==> src/rtl/stream_demux_1to2.sv <==
// One-to-two stream demultiplexer with a one-entry register buffer per output.
// Optional packet lock (define DEMUX_PACKET_LOCK_EN) keeps a whole packet on one output.
module stream_demux_1to2 #(
    parameter int WIDTH = 32
) (
    input  logic             clk,
    input  logic             rst,
    input  logic             in_valid,
    output logic             in_ready,
    input  logic [WIDTH-1:0] in_data,
    input  logic             in_sel,
    input  logic             in_last,
    output logic             out0_valid,
    input  logic             out0_ready,
    output logic [WIDTH-1:0] out0_data,
    output logic             out0_last,
    output logic             out1_valid,
    input  logic             out1_ready,
    output logic [WIDTH-1:0] out1_data,
    output logic             out1_last
);

    logic       sel_eff;
    logic       in_fire;
    logic [1:0] buf_valid;
    logic [1:0] buf_ready;
    logic [1:0] buf_drain;

    assign buf_ready = {out1_ready, out0_ready};
    assign buf_valid = {gen_buf[1].valid_reg, gen_buf[0].valid_reg};
    assign buf_drain = buf_valid & buf_ready;

    // Only the selected buffer gates the input; the other output never blocks it.
    assign in_ready = !buf_valid[sel_eff] || buf_drain[sel_eff];
    assign in_fire  = in_valid && in_ready;

`ifdef DEMUX_PACKET_LOCK_EN
    typedef enum logic {
        IDLE,
        LOCKED
    } lock_state_t;

    lock_state_t state_reg;
    logic        lock_sel_reg;

    assign sel_eff = (state_reg == LOCKED) ? lock_sel_reg : in_sel;

    always_ff @(posedge clk) begin
        if (rst) begin
            state_reg    <= IDLE;
            lock_sel_reg <= 1'b0;
        end else if (in_fire) begin
            case (state_reg)
                IDLE: begin
                    if (!in_last) begin
                        state_reg    <= LOCKED;
                        lock_sel_reg <= in_sel;
                    end
                end
                LOCKED: begin
                    if (in_last) begin
                        state_reg <= IDLE;
                    end
                end
                default: state_reg <= IDLE;
            endcase
        end
    end
`else
    assign sel_eff = in_sel;
`endif

    genvar gi;
    generate
        for (gi = 0; gi < 2; gi++) begin : gen_buf
            logic             valid_reg;
            logic [WIDTH-1:0] data_reg;
            logic             last_reg;
            logic             wr;

            assign wr = in_fire && (sel_eff == 1'(gi));

            // A write wins over a drain so fill-and-drain keeps valid high.
            always_ff @(posedge clk) begin
                if (rst) begin
                    valid_reg <= 1'b0;
                    data_reg  <= '0;
                    last_reg  <= 1'b0;
                end else if (wr) begin
                    valid_reg <= 1'b1;
                    data_reg  <= in_data;
                    last_reg  <= in_last;
                end else if (buf_drain[gi]) begin
                    valid_reg <= 1'b0;
                end
            end
        end
    endgenerate

    assign out0_valid = gen_buf[0].valid_reg;
    assign out0_data  = gen_buf[0].data_reg;
    assign out0_last  = gen_buf[0].last_reg;
    assign out1_valid = gen_buf[1].valid_reg;
    assign out1_data  = gen_buf[1].data_reg;
    assign out1_last  = gen_buf[1].last_reg;

endmodule

==> config.mk <==
export PLATFORM = sky130hd
export DESIGN_NAME = stream_demux_1to2
export DESIGN_NICKNAME = d
export VERILOG_FILES = /design/src/rtl/stream_demux_1to2.sv
export SDC_FILE = /design/constraint.sdc
export NUM_CORES = 1
export LEC_CHECK = 0
export ABC_AREA = 1
export BUFFER_PORTS_ARGS = -buffer_cell sky130_fd_sc_hd__buf_4
export CAP_MARGIN = 10
export CORE_ASPECT_RATIO = 0.9
export CORE_MARGIN = 1.5
export CORE_UTILIZATION = 45
export CTS_CLUSTER_DIAMETER = 100
export DETAILED_ROUTE_END_ITERATION = 12
export PLACE_DENSITY = 0.72
export SLEW_MARGIN = 20
export SYNTH_ARGS = -nofsm -noshare
export SYNTH_HDL_FRONTEND = slang
export SYNTH_SLANG_ARGS = --single-unit
==> constraint.sdc <==
create_clock -name clk -period 1.4 [get_ports clk]
set_clock_uncertainty 0.15 [all_clocks]
set_input_delay 0.28 -clock clk [delete_from_list [all_inputs] [get_ports clk]]
set_output_delay 0.28 -clock clk [all_outputs]
set_load 0.05 [all_outputs]
## Word level (Yosys, flattened, before mapping)

Cells that the tools add are included.

- Order comparisons: 1
- Multiplexer cells: 8
- Bitwise gates (word level): 2
- Reduce and logical (&&, ||, !) cells: 7

Operator list:

| kind | number |
|---|---|
| 1-bit 2-to-1 mux | 8 |
| 2-bit nonzero test | 2 |
| 1-bit logical AND | 3 |
| 2-bit AND | 1 |
| 1-bit by 2-bit less-than comparator with 1-bit output (second input constant) | 1 |
| 1-bit zero test | 1 |
| 1-bit logical OR | 1 |
| 1-bit NOT | 1 |

- Bits in registers: 68
- Bits of input ports: 39
- Logic and storage cells: 24

## Depth between registers and ports, before layout

Gate-level depths: netlist (run 1).

- Word-level depth: 7
- Depth in mapped cells: 7

## Worst setup path before layout (run 1)

Ideal clock, no wire load.

- Kind: register -> output
- Start: register gen_buf[1].valid_reg, in the netlist out1_valid
- End: output port in_ready
- Arrival time: 1394 ps
- Required time: 970 ps
- Slack: -424 ps
- Cell stages (with the launch flop): 5
- Path buffers: 1
- Cell sequence: dfxtp_1 nand2_2 buf_1 nand2_1 nand2_1

- Word-level cells in the longest chain between the ends: 4
- Elaborated cells on any way between the ends: 7
- Those cells by class: mux (4); bitwise (1); reduce/logical (2)

RTL lines:

| what | line | RTL |
|---|---|---|
| from (decl) | 76 | `logic valid_reg;` |
| from (signal assigned) | 86 | `valid_reg <= 1'b0;` |
| from (signal assigned) | 90 | `valid_reg <= 1'b1;` |
| from (signal assigned) | 94 | `valid_reg <= 1'b0;` |
| 2-bit AND or 1-bit 2-to-1 mux (tied branches) | 31, 34 |  |
| 1-bit 2-to-1 mux (not written as such) | 34 | `assign in_ready = !buf_valid[sel_eff] \|\| buf_drain[sel_eff];` |
| 1-bit 2-to-1 mux (not written as such) or 1-bit zero test (tied branches) | 34 |  |
| 1-bit logical OR (*) | 34 |  |
| to (decl) | 9 | `output logic in_ready,` |

Mark *: on every way between the ends. The rest lies on a longest branch, timed or not. The select of a mux whose other input is x is not followed.

## Worst setup path in the final report (run 1)

- Start: register gen_buf[0].valid_reg, in the netlist out0_valid
- End: output port in_ready

- Word-level cells in the longest chain between the ends: 4
- Elaborated cells on any way between the ends: 7
- Those cells by class: mux (4); bitwise (1); reduce/logical (2)

RTL lines:

| what | line |
|---|---|
| from (decl) | 76 |
| from (signal assigned) | 86 |
| from (signal assigned) | 90 |
| from (signal assigned) | 94 |
| 2-bit AND or 1-bit 2-to-1 mux (tied branches) | 31, 34 |
| 1-bit 2-to-1 mux (not written as such) | 34 |
| 1-bit 2-to-1 mux (not written as such) or 1-bit zero test (tied branches) | 34 |
| 1-bit logical OR (*) | 34 |

Marks and branches as above.

==> results of run 1 <==
[layer usage]
metal / track usage, % / wire length, um / part of all wire (%) / vias to the layer above
li1: - / - / - / 1783
met1: 32.6 / 4330 / 48 / 1443
met2: 31.4 / 3930 / 44 / 100
met3: 4.26 / 487 / 5.5 / 12
met4: 10.4 / 188 / 2.1 / 0
met5: 0 / 0 / 0 / -
[worst paths after layout]
| check | from | endpoint | slack (ns) |
|---|---|---|---|
| min | in_data[2] | out0_data[2]$_SDFFE_PP0P_ | 0.14 |
| min reg2reg | out0_data[12]$_SDFFE_PP0P_ | out0_data[12]$_SDFFE_PP0P_ | 0.36 |
| max | out0_valid$_SDFFE_PP0P_ | in_ready | -0.05 |
| max reg2reg | out1_valid$_SDFFE_PP0P_ | out1_data[10]$_SDFFE_PP0P_ | 0.08 |
[sequential cells by signal, indices dropped and copies added, names as in the netlist]
signal and count:
out1_last 1, out1_data 32, out0_last 1, out0_valid 1, out1_valid 1, out0_data 32
[cell type report]
class / count / area [um2]
inverters: 171 / 644
well taps: 93 / 116
clock buffers: 13 / 190
fillers: 675 / 2620
multi-input cells: 276 / 1270
flip-flops and latches: 68 / 1370
repair buffers: 119 / 966
clock inverters: 3 / 40.0
[synthesized netlist by cell type, types with 2 or more instances]
cell,instances
nand2_1,139
nor2_1,66
clkbuf_1,3
buf_6,5
dfxtp_1,68
nand2_2,2
nand4_1,66
inv_2,2
inv_1,168
buf_2,20
buf_1,5
[worst min-delay path, stage by stage]
cell and delay, ns:
buf_4 0.08, inv_1 0.05, nand4_1 0.08, nand2_1 0.05
nor2_1 0.07
[cell usage in the layout (no fill, tap or decap)]
cell type	n
clkbuf_8	12
bufinv_16	1
nand3_4	2
nand4_1	66
nand2_1	136
dfxtp_4	2
inv_1	168
clkinv_2	2
nand2_4	5
buf_4	111
inv_4	1
buf_8	2
buf_6	2
dfxtp_1	66
nor2_1	66
buf_12	4
inv_2	2
nand3_2	1
clkbuf_16	1
[through the flow]
stage / util (%) / cell area, um2
finish: 63.7 / 4600
global route: 63.7 / 4600
CTS: 63.2 / 4560
detailed placement: 59.3 / 4280
global placement: 59.3 / 4280
floorplan: - / 3440
[timing repair]
| action | CTS | global route |
|---|---|---|
| pin swaps | 2 | 2 |
| setup endpoints to repair | 1 | 66 |
| cloned | 0 | 1 |
| setup buffers | 3 | 0 |
| resized for setup | 8 | 5 |
[report_power, final]
group | switching, mW | internal [mW] | leakage [nW]
clock network | 0.745 | 1.07 | 0.121
logic | 0.952 | 0.457 | 2.04
registers | 0.0759 | 2.07 | 0.562
[cell families after synthesis]
logic type | Yosys count
flip-flops | 68
AND/OR/NAND/NOR | 275
buffers and inverters | 205
==> results.tsv, run 1 <==
stage	metric	value	unit
run_status	status	finished, violations left	
run_status	violations	negative setup slack	
worst_setup_path	path_max_fanout	2	
clock_network	root_buffer	clkbuf_8	
sta	fmax	0.690	GHz
floorplanning	io_pins	108	
sta	max_slew_margin	80.8	%
sta	hold_viol_final	0	
sta	fin_setup_tns	-0.0494	ns
routing	vias_per_cell	4.49	
yosys	synth_top_family_by_area	simple AND/OR/NAND/NOR gates	
yosys	synth.avg_cell_area	6.24	um2
yosys	syn_nets	587	
yosys	synth_top_area_share	39.8	%
power_and_ir_drop	vdd_drop_max	0.543	mV
cells_and_area	nets	684	
worst_hold_path	hp-class	primary input to flop	
worst_setup_path	crit_required	0.97	ns
yosys	syn_area	3420	um2
worst_setup_path	crit_top_cell	nand2_4	
sta	final.setup.worst_slack	-0.0482	ns
worst_setup_path	critPathBufInv	1	
worst_setup_path	r2r_cells	6	
clock_network	ctsHoldBuffers	0	
cells_and_area	final_cells	743	
global_routing	grt_overflow	0	
sta	rsz0062_at_grt	yes	
clock_network	cts_tree	built	
routing	wl_per_cell	12.0	um
worst_hold_path	holdPathStages	5	
worst_setup_path	start_kind	flop	
placed_design	dp_hpwl	6210	um
worst_setup_path	cp.depth	4	
worst_setup_path	critPathKind	flop to primary output	
power_and_ir_drop	p_leak	2.72	nW
yosys	synthTopCellsByArea	dfxtp_1 (40%), inv_1 (18%), nand2_1 (15%)	
global_routing	grt_pass1_vias	2974	
floorplanning	start_util	47.4	%
yosys	synthMuxAreaShare	0	%
sta	period_needed	1.45	ns
floorplanning	coreArea	7220	um2
yosys	yosysSeqAreaShare	39.8	%
sta	slew_viol_final	0	
sta	max_slew.worst_pin.slew	0.287	ns
global_routing	gr-usage-all-layers	22.3	%
routing	drt_iter0_drc	190	
yosys	synth-edff-count	0	
placed_design	placed_cells	723	
clock_network	cts-htree-levels	3	
routing	dr.pass1.iters	5	
power_and_ir_drop	total_power	5.37	mW
placed_design	pre_cts_ws	0.0122	ns
global_routing	grt_max_degree	69	
placed_design	place_congestion	0.824	
yosys	synth-adder-area-share	0	%
sta	hold-worst-slack	0.142	ns
yosys	synth-simple-area-share	35.7	%
clock_network	clock_sinks	68	
worst_setup_path	cp_top_family	flip-flops	
floorplanning	fp.dieW	94.9	um
job	drv_cap	0	
sta	final.period_utilization	103	%
worst_setup_path	slowest_stage	dfxtp_4	
routing	via_count	3338	
worst_setup_path	worstPathArrival	1.02	ns
placed_design	portBuffers	107	
global_routing	antenna_found_initial	0	
global_routing	grt_pass1_wl	14000	um
floorplanning	rows	29	
yosys	synth-seq-cells	68	
clock_network	clkTransAtPathRegs	0.07	ns
power_and_ir_drop	power_density	1170	nW/um2
yosys	ys_warn_count	0	
yosys	yosys.area.top_type	dfxtp_1	
yosys	ys_async_sr_fraction	0	%
cells_and_area	syn_to_final_growth	34.4	%
floorplanning	die-area	8140	um2
worst_setup_path	path_cells	nand2_4, nand2_4, nand2_4, buf_8	
yosys	postSynthCellCount	548	
clock_network	clk_path_buf_depth	2	
sta	setup_viol	2	
yosys	synth-xor-area-share	0	%
floorplanning	die_h	85.7	um
worst_setup_path	max_stage_delay	0.35	ns
routing	drt-total-wl	8930	um
routing	drcViolationCount	0	
cells_and_area	diodes	0	
yosys	ys_types	15	
clock_network	cts_buffers	9	
clock_network	clock_latency	0.34	ns
yosys	ys.flop_type	dfxtp_1	
worst_setup_path	endpoint_kind	primary output	
yosys	synth_compound_area_share	0	%
routing	ant_nets	0	
cells_and_area	drive_above_1_share	22.8	%
Power figures use the tool's default switching activity.
==> run 2: changes to the inputs <==
- CORE_MARGIN: 1.5 -> 5
==> run 2 against run 1 <==
The flow still finishes with violations (negative setup slack). Maximum frequency fell by 0.16%. Count of clock-buffer cells in the layout did not move. Combinational power barely moved. Clock power fell by 21%. Register-to-register slack improved by 0.04 ns. Final cell count rose by 1.1%. Cell area rose by 0.11%. Power fell by 6.6%. Critical endpoint unchanged. Setup slack got worse by 0.0024 ns.
==> results.tsv, run 2 (synthesized netlist as in run 1, its figures left out) <==
stage	metric	value	unit	change
global_routing	antenna_found_initial	0		unchanged
routing	m1WireLength	4550	um	+5.1%
run_status	violations	negative setup slack		
sta	hold_viol_final	0		unchanged
global_routing	grt_pass1_wl	14300	um	+1.9%
worst_setup_path	start_kind	flop		
placed_design	portBuffers	107		unchanged
routing	maxUsedRoutingLayer	met4		
cells_and_area	drive_above_1_share	23.1	%	+0.28 points
sta	rsz0062_at_grt	yes		
routing	dr_wl_met3	507	um	+4.1%
routing	drt-total-wl	9120	um	+2.1%
sta	final.setup.worst_slack	-0.0506	ns	-0.00239 ns
worst_setup_path	critPathBufInv	1		unchanged
power_and_ir_drop	internal-power	3.27	mW	-9.1%
power_and_ir_drop	p_sw	1.74	mW	-1.6%
routing	via_count	3315		-0.69%
worst_hold_path	hp-class	primary input to flop		
sta	period_needed	1.45	ns	+0.00239 ns
job	drv_cap	0		unchanged
routing	wl_per_cell	12.1	um	+0.98%
clock_network	cts_tree	built		
sta	final.period_utilization	104	%	+0.17 points
sta	max_slew.worst_pin.slew	0.263	ns	-0.0248 ns
clock_network	clk_path_buf_depth	2		unchanged
floorplanning	die_h	92.7	um	+8.2%
clock_network	cts_buffers	9		unchanged
global_routing	grt_overflow	0		unchanged
clock_network	clock_latency	0.34	ns	about the same
floorplanning	fp.dieW	102	um	+7.4%
power_and_ir_drop	p_comb_share	28.5	%	+2.3 points
worst_setup_path	path_max_fanout	2		unchanged
worst_setup_path	slowest_stage	dfxtp_4		
routing	drt_iter0_drc	161		-15%
routing	vias_per_cell	4.41		-1.7%
worst_setup_path	critPathKind	flop to primary output		
floorplanning	rows	30		+3.4%
cells_and_area	nets	690		+0.88%
routing	ant_nets	0		unchanged
clock_network	clkTransAtPathRegs	0.07	ns	about the same
run_status	status	finished, violations left		
routing	wl_met2	3920	um	-0.13%
power_and_ir_drop	total_power	5.02	mW	-6.6%
power_and_ir_drop	p_leak	2.73	nW	+0.10%
cells_and_area	diodes	0		unchanged
power_and_ir_drop	p_sw_share	34.8	%	+1.8 points
worst_setup_path	max_stage_delay	0.35	ns	about the same
global_routing	gr-usage-all-layers	19.2	%	-3.1 points
power_and_ir_drop	power_frac_seq	42.8	%	+2.8 points
placed_design	place_congestion	0.852		+3.4%
worst_setup_path	path_cells	nand2_4, nand2_4, nand2_4, buf_8		
clock_network	cts-htree-levels	3		unchanged
placed_design	pre_cts_ws	0.0243	ns	+0.0121 ns
clock_network	clock_sinks	68		unchanged
routing	dr.pass1.iters	4		-1
worst_setup_path	endpoint_kind	primary output		
floorplanning	start_util	45.8	%	-1.6 points
sta	hold-worst-slack	0.131	ns	-0.0113 ns
cells_and_area	syn_to_final_growth	34.5	%	
cells_and_area	nFillCells	701		+3.9%
floorplanning	die-area	9450	um2	+16%
placed_design	dp_hpwl	6660	um	+7.2%
worst_setup_path	cp_top_family	flip-flops		
power_and_ir_drop	vdd_drop_max	0.682	mV	+26%
sta	fmax	0.689	GHz	-0.16%
clock_network	root_buffer	clkbuf_8		
floorplanning	io_pins	108		unchanged
global_routing	grt_max_degree	35		-49%
sta	fin_setup_tns	-0.0506	ns	-0.00120 ns
floorplanning	coreArea	7470	um2	+3.4%
sta	max_slew_margin	82.5	%	+1.6 points
global_routing	grt_pass1_vias	2962		-0.40%
routing	drcViolationCount	0		unchanged
clock_network	ctsHoldBuffers	0		unchanged
worst_setup_path	worstPathArrival	1.02	ns	about the same
worst_setup_path	crit_top_cell	nand2_4		
cells_and_area	layout_common_cells	inv_1 (168), nand2_1 (136), buf_4 (116)		
sta	slew_viol_final	0		unchanged
power_and_ir_drop	power_density	1090	nW/um2	-6.7%
sta	setup_viol	1		-1
cells_and_area	final_common_cell	inv_1		
worst_setup_path	crit_required	0.97	ns	about the same
power_and_ir_drop	clock_power_share	28.6	%	-5.2 points
-- run 2: worst min-delay path: stages --
cell     delay (ns)
buf_4          0.07
inv_1          0.04
nand4_1        0.08
nand2_1        0.05
nor2_1         0.07
-- run 2: path summary, 6_finish.rpt --
kind,start,to,slack (ns),depth (start not counted)
max,out1_valid$_SDFFE_PP0P_,in_ready,-0.05,4
max reg2reg,out0_valid$_SDFFE_PP0P_,out0_data[25]$_SDFFE_PP0P_,0.12,6
min,in_data[9],out1_data[9]$_SDFFE_PP0P_,0.13,5
min reg2reg,out1_data[8]$_SDFFE_PP0P_,out1_data[8]$_SDFFE_PP0P_,0.36,4
-- run 2: per-layer routing --
| metal | global-route usage, % | vias to the layer above |
|---|---|---|
| met5 | 0 | - |
| met4 | 7.54 | 0 |
| met3 | 4.59 | 12 |
| met2 | 27.3 | 91 |
| met1 | 27.8 | 1422 |
| li1 | - | 1790 |
-- run 2: stage by stage --
step           instance area (um2)  std cells  utilization, %
6_report                      4600        751            61.6
5_1_grt                       4600        751            61.6
4_1_cts                       4580        750            61.3
3_5_place_dp                  4350        732            58.3
3_3_place_gp                  4350        732            58.3
2_1_floorplan                 3440        548               -
-- run 2: what timing repair did --
item / CTS / global route
setup endpoints to repair: 1 / 36
resized for setup: 9 / 2
pin swaps: 3 / 1
gates cloned: 0 / 1
setup buffers: 3 / 0
-- run 2: final cells by class --
class	instances	area, um2	area share, %
clock inverter	2	10.0	0.217
timing repair buffer	125	1030	22.3
clock buffer	13	159	3.45
sequential	68	1370	29.7
tap	96	120	2.61
inverter	171	644	14.0
multi-input combinational	276	1270	27.6
-- run 2: power by group through the flow --
stage / Combinational, mW / Clock, mW / Sequential (mW)
final: 1.43 / 1.44 / 2.15
after global routing: 1.56 / 1.57 / 2.16
after CTS: 1.43 / 1.48 / 2.15
after detailed placement: 1.40 / 0 / 2.19
after global placement: 1.39 / 0 / 2.19
after floorplan: 0.505 / 0 / 2.65
==> run 3: changes to the inputs <==
- ABC_AREA: 1 -> unset
- PLACE_DENSITY: 0.72 -> 0.74
==> run 3 against run 2 <==
The run still ends with negative setup slack left. Global-route usage decreased by 3.2 points. Setup slack got worse by 0.15 ns. Sequential cell count unchanged. Core utilization grew 2.6 points. Critical path depth decreased by 1. Non-clock buffer count fell by 12. Cell area down 14%. Power down 7.1%. Maximum frequency decreased by 9.4%. First-iteration DRC count down 52%. Final cell count fell by 39%. Synthesized cell count down 53%. Largest cell class is now multi-input combinational cells. Highest routed layer unchanged.
==> results.tsv, run 3 <==
stage	metric	value	unit	change
cells_and_area	nets	405		-41%
cells_and_area	diodes	0		unchanged
yosys	synth.most_common_cell	nand2b_1		
worst_setup_path	max_stage_delay	0.35	ns	about the same
sta	fmax	0.624	GHz	-9.4%
global_routing	grt_overflow	0		unchanged
routing	wl_per_cell	13.4	um	+10%
clock_network	root_buffer	clkbuf_8		
yosys	synth-edff-count	0		unchanged
run_status	status	finished, violations left		
sta	max_slew.worst_pin.slew	0.675	ns	+0.413 ns
global_routing	antenna_found_initial	0		unchanged
routing	ant_nets	0		unchanged
routing	drt_iter0_drc	77		-52%
sta	setup_viol	1		unchanged
clock_network	clkTransAtPathRegs	0.07	ns	about the same
worst_setup_path	path_cells	nand2b_4, mux2_4, buf_8		
placed_design	pre_cts_ws	-0.0215	ns	-0.0458 ns
yosys	ys.flop_type	dfxtp_1		
yosys	synthTopCellsByArea	dfxtp_1 (48%), mux2i_1 (23%), nand2b_1 (22%)		
floorplanning	rows	27		-10%
yosys	ys_types	15		unchanged
floorplanning	coreArea	6150	um2	-18%
sta	final.period_utilization	114	%	+11 points
global_routing	grt_pass1_vias	2148		-27%
routing	drt-total-wl	6140	um	-33%
yosys	synth.avg_cell_area	10.9	um2	+75%
clock_network	ctsHoldBuffers	0		unchanged
yosys	synth-seq-cells	68		unchanged
routing	vias_per_cell	4.63		+4.8%
clock_network	clk_path_buf_depth	2		unchanged
clock_network	cts-htree-levels	3		unchanged
global_routing	grt_max_degree	102		+190%
worst_setup_path	critPathKind	flop to primary output		
worst_hold_path	holdPathStages	3		-2
global_routing	gr-usage-all-layers	16.0	%	-3.2 points
floorplanning	die_h	85.5	um	-7.9%
cells_and_area	multi_input_area	1370	um2	+7.3%
floorplanning	io_pins	108		unchanged
worst_setup_path	critPathBufInv	1		unchanged
yosys	yosys-top-cells-count	nand2b_1 (99), dfxtp_1 (68), mux2i_1 (66)		
cells_and_area	layout_common_cells	buf_4 (108), nand2b_1 (99), mux2i_1 (66), dfxtp_1 (66), clkbuf_8 (11)		
worst_hold_path	hp-class	primary input to flop		
cells_and_area	final_cells	458		-39%
routing	dr.pass1.iters	4		unchanged
worst_setup_path	cp.depth	3		-1
floorplanning	die-area	8020	um2	-15%
cells_and_area	syn_to_final_growth	38.6	%	
sta	max_slew_margin	55.0	%	-27 points
clock_network	cts_buffers	9		unchanged
worst_setup_path	crit_required	0.97	ns	about the same
routing	drcViolationCount	0		unchanged
worst_setup_path	cp_top_family	flip-flops		
routing	via_count	2119		-36%
power_and_ir_drop	power_density	1180	nW/um2	+8.3%
cells_and_area	final_core_utilization	64.2	%	+2.6 points
yosys	postSynthCellCount	260		-53%
clock_network	clock_latency	0.33	ns	about the same
cells_and_area	seqCellArea	1360	um2	-0.37%
worst_setup_path	start_kind	flop		
placed_design	placed_cells	441		-40%
floorplanning	fp.dieW	93.8	um	-7.9%
sta	period_needed	1.60	ns	+0.151 ns
yosys	ys_async_sr_fraction	0	%	unchanged
yosys	synth_top_area_share	47.8	%	+8.0 points
worst_setup_path	worstPathArrival	1.17	ns	+0.15 ns
sta	final.setup.worst_slack	-0.202	ns	-0.151 ns
job	drv_cap	0		unchanged
clock_network	cts_tree	built		
yosys	yosys.area.top_type	dfxtp_1		
worst_setup_path	endpoint_kind	primary output		
power_and_ir_drop	p_leak	1.86	nW	-32%
cells_and_area	final_common_cell	buf_4		
placed_design	place_congestion	0.699		-18%
sta	hold-worst-slack	0.0824	ns	-0.0486 ns
cells_and_area	drive_above_1_share	36.1	%	+13 points
placed_design	portBuffers	107		unchanged
worst_setup_path	r2r_cells	5		-1
sta	slew_viol_final	0		unchanged
power_and_ir_drop	vdd_drop_max	0.556	mV	-18%
worst_setup_path	slowest_stage	dfxtp_2		
yosys	ys_warn_count	0		unchanged
clock_network	clock_sinks	68		unchanged
run_status	violations	negative setup slack		
power_and_ir_drop	total_power	4.66	mW	-7.1%
cells_and_area	nFillCells	526		-25%
sta	hold_viol_final	0		unchanged
sta	rsz0062_at_grt	yes		
placed_design	dp_hpwl	4320	um	-35%
floorplanning	start_util	46.3	%	+0.48 points
yosys	syn_nets	299		-49%
yosys	yosysSeqAreaShare	47.8	%	+8.0 points
global_routing	grt_pass1_wl	10100	um	-29%
worst_setup_path	path_max_fanout	3		+1
yosys	syn_area	2850	um2	-17%
==> run 3: cell types whose count changed in the layout (fill, tap and decap cells not counted), moves of 5 or more <==
cell,delta
inv_1,-168
nand2_1,-136
nand2b_1,+99
mux2i_1,+66
nand4_1,-66
nor2_1,-66
buf_4,-8
nand2_4,-5
==> run 3: worst min-delay path: stages <==
cell	delay (ns)
buf_4	0.08
nand2b_1	0.06
mux2i_1	0.11
==> run 3: cell type report <==
cell class	count	area share, %
Tap cell	87	2.76
Multi-Input combinational cell	174	34.6
Timing Repair Buffer	113	23.0
Clock buffer	12	3.93
Clock inverter	4	1.20
Sequential cell	68	34.6
==> run 3: metal layers <==
layer / vias up / track usage, % / share of wire [%] / wire length (um)
li1: 1063 / - / - / -
met1: 976 / 18.7 / 43 / 2610
met2: 71 / 25.4 / 47 / 2870
met3: 9 / 7.71 / 9.4 / 579
met4: 0 / 5.51 / 1.2 / 76
met5: - / 0 / 0 / 0
==> run 3: cell families (layout without fill, tap and decap cells) <==
kind of cell           Yosys count  in the layout  synth area share, %
AO/OA/AOI/OAI                    2              2                0.352
buffers and inverters           18            129                 4.35
flip-flops                      68             68                 47.8
multiplexers                    67             67                 23.6
AND/OR/NAND/NOR                105            105                 23.9
==> run 3: worst paths after layout <==
kind / start / endpoint / slack (ns)
worst max-delay path: out0_valid$_SDFFE_PP0P_ / in_ready / -0.20
worst min-delay path: in_data[22] / out0_data[22]$_SDFFE_PP0P_ / 0.08
worst max register to register: out1_valid$_SDFFE_PP0P_ / out1_data[4]$_SDFFE_PP0P_ / 0.12
worst min register to register: out0_data[7]$_SDFFE_PP0P_ / out0_data[7]$_SDFFE_PP0P_ / 0.32
==> run 3: power breakdown <==
part | internal [mW] | switching [mW] | total [mW]
registers | 2.04 | 0.0564 | 2.09
clock network | 0.915 | 0.715 | 1.63
logic | 0.366 | 0.569 | 0.934
==> run 3: stage by stage <==
step | setup TNS [ns] | instance area, um2
floorplan | 0 | 2850
global placement | -0.00730 | 3720
global route | -0.262 | 3950
finish | -0.202 | 3950
CTS | -0.215 | 3930
detailed placement | -0.198 | 3720
==> run 3: timing repair <==
item                                    in CTS  in global routing
gates resized for setup                      1                  2
buffers inserted                             0                  1
endpoints found under the setup margin       1                  1
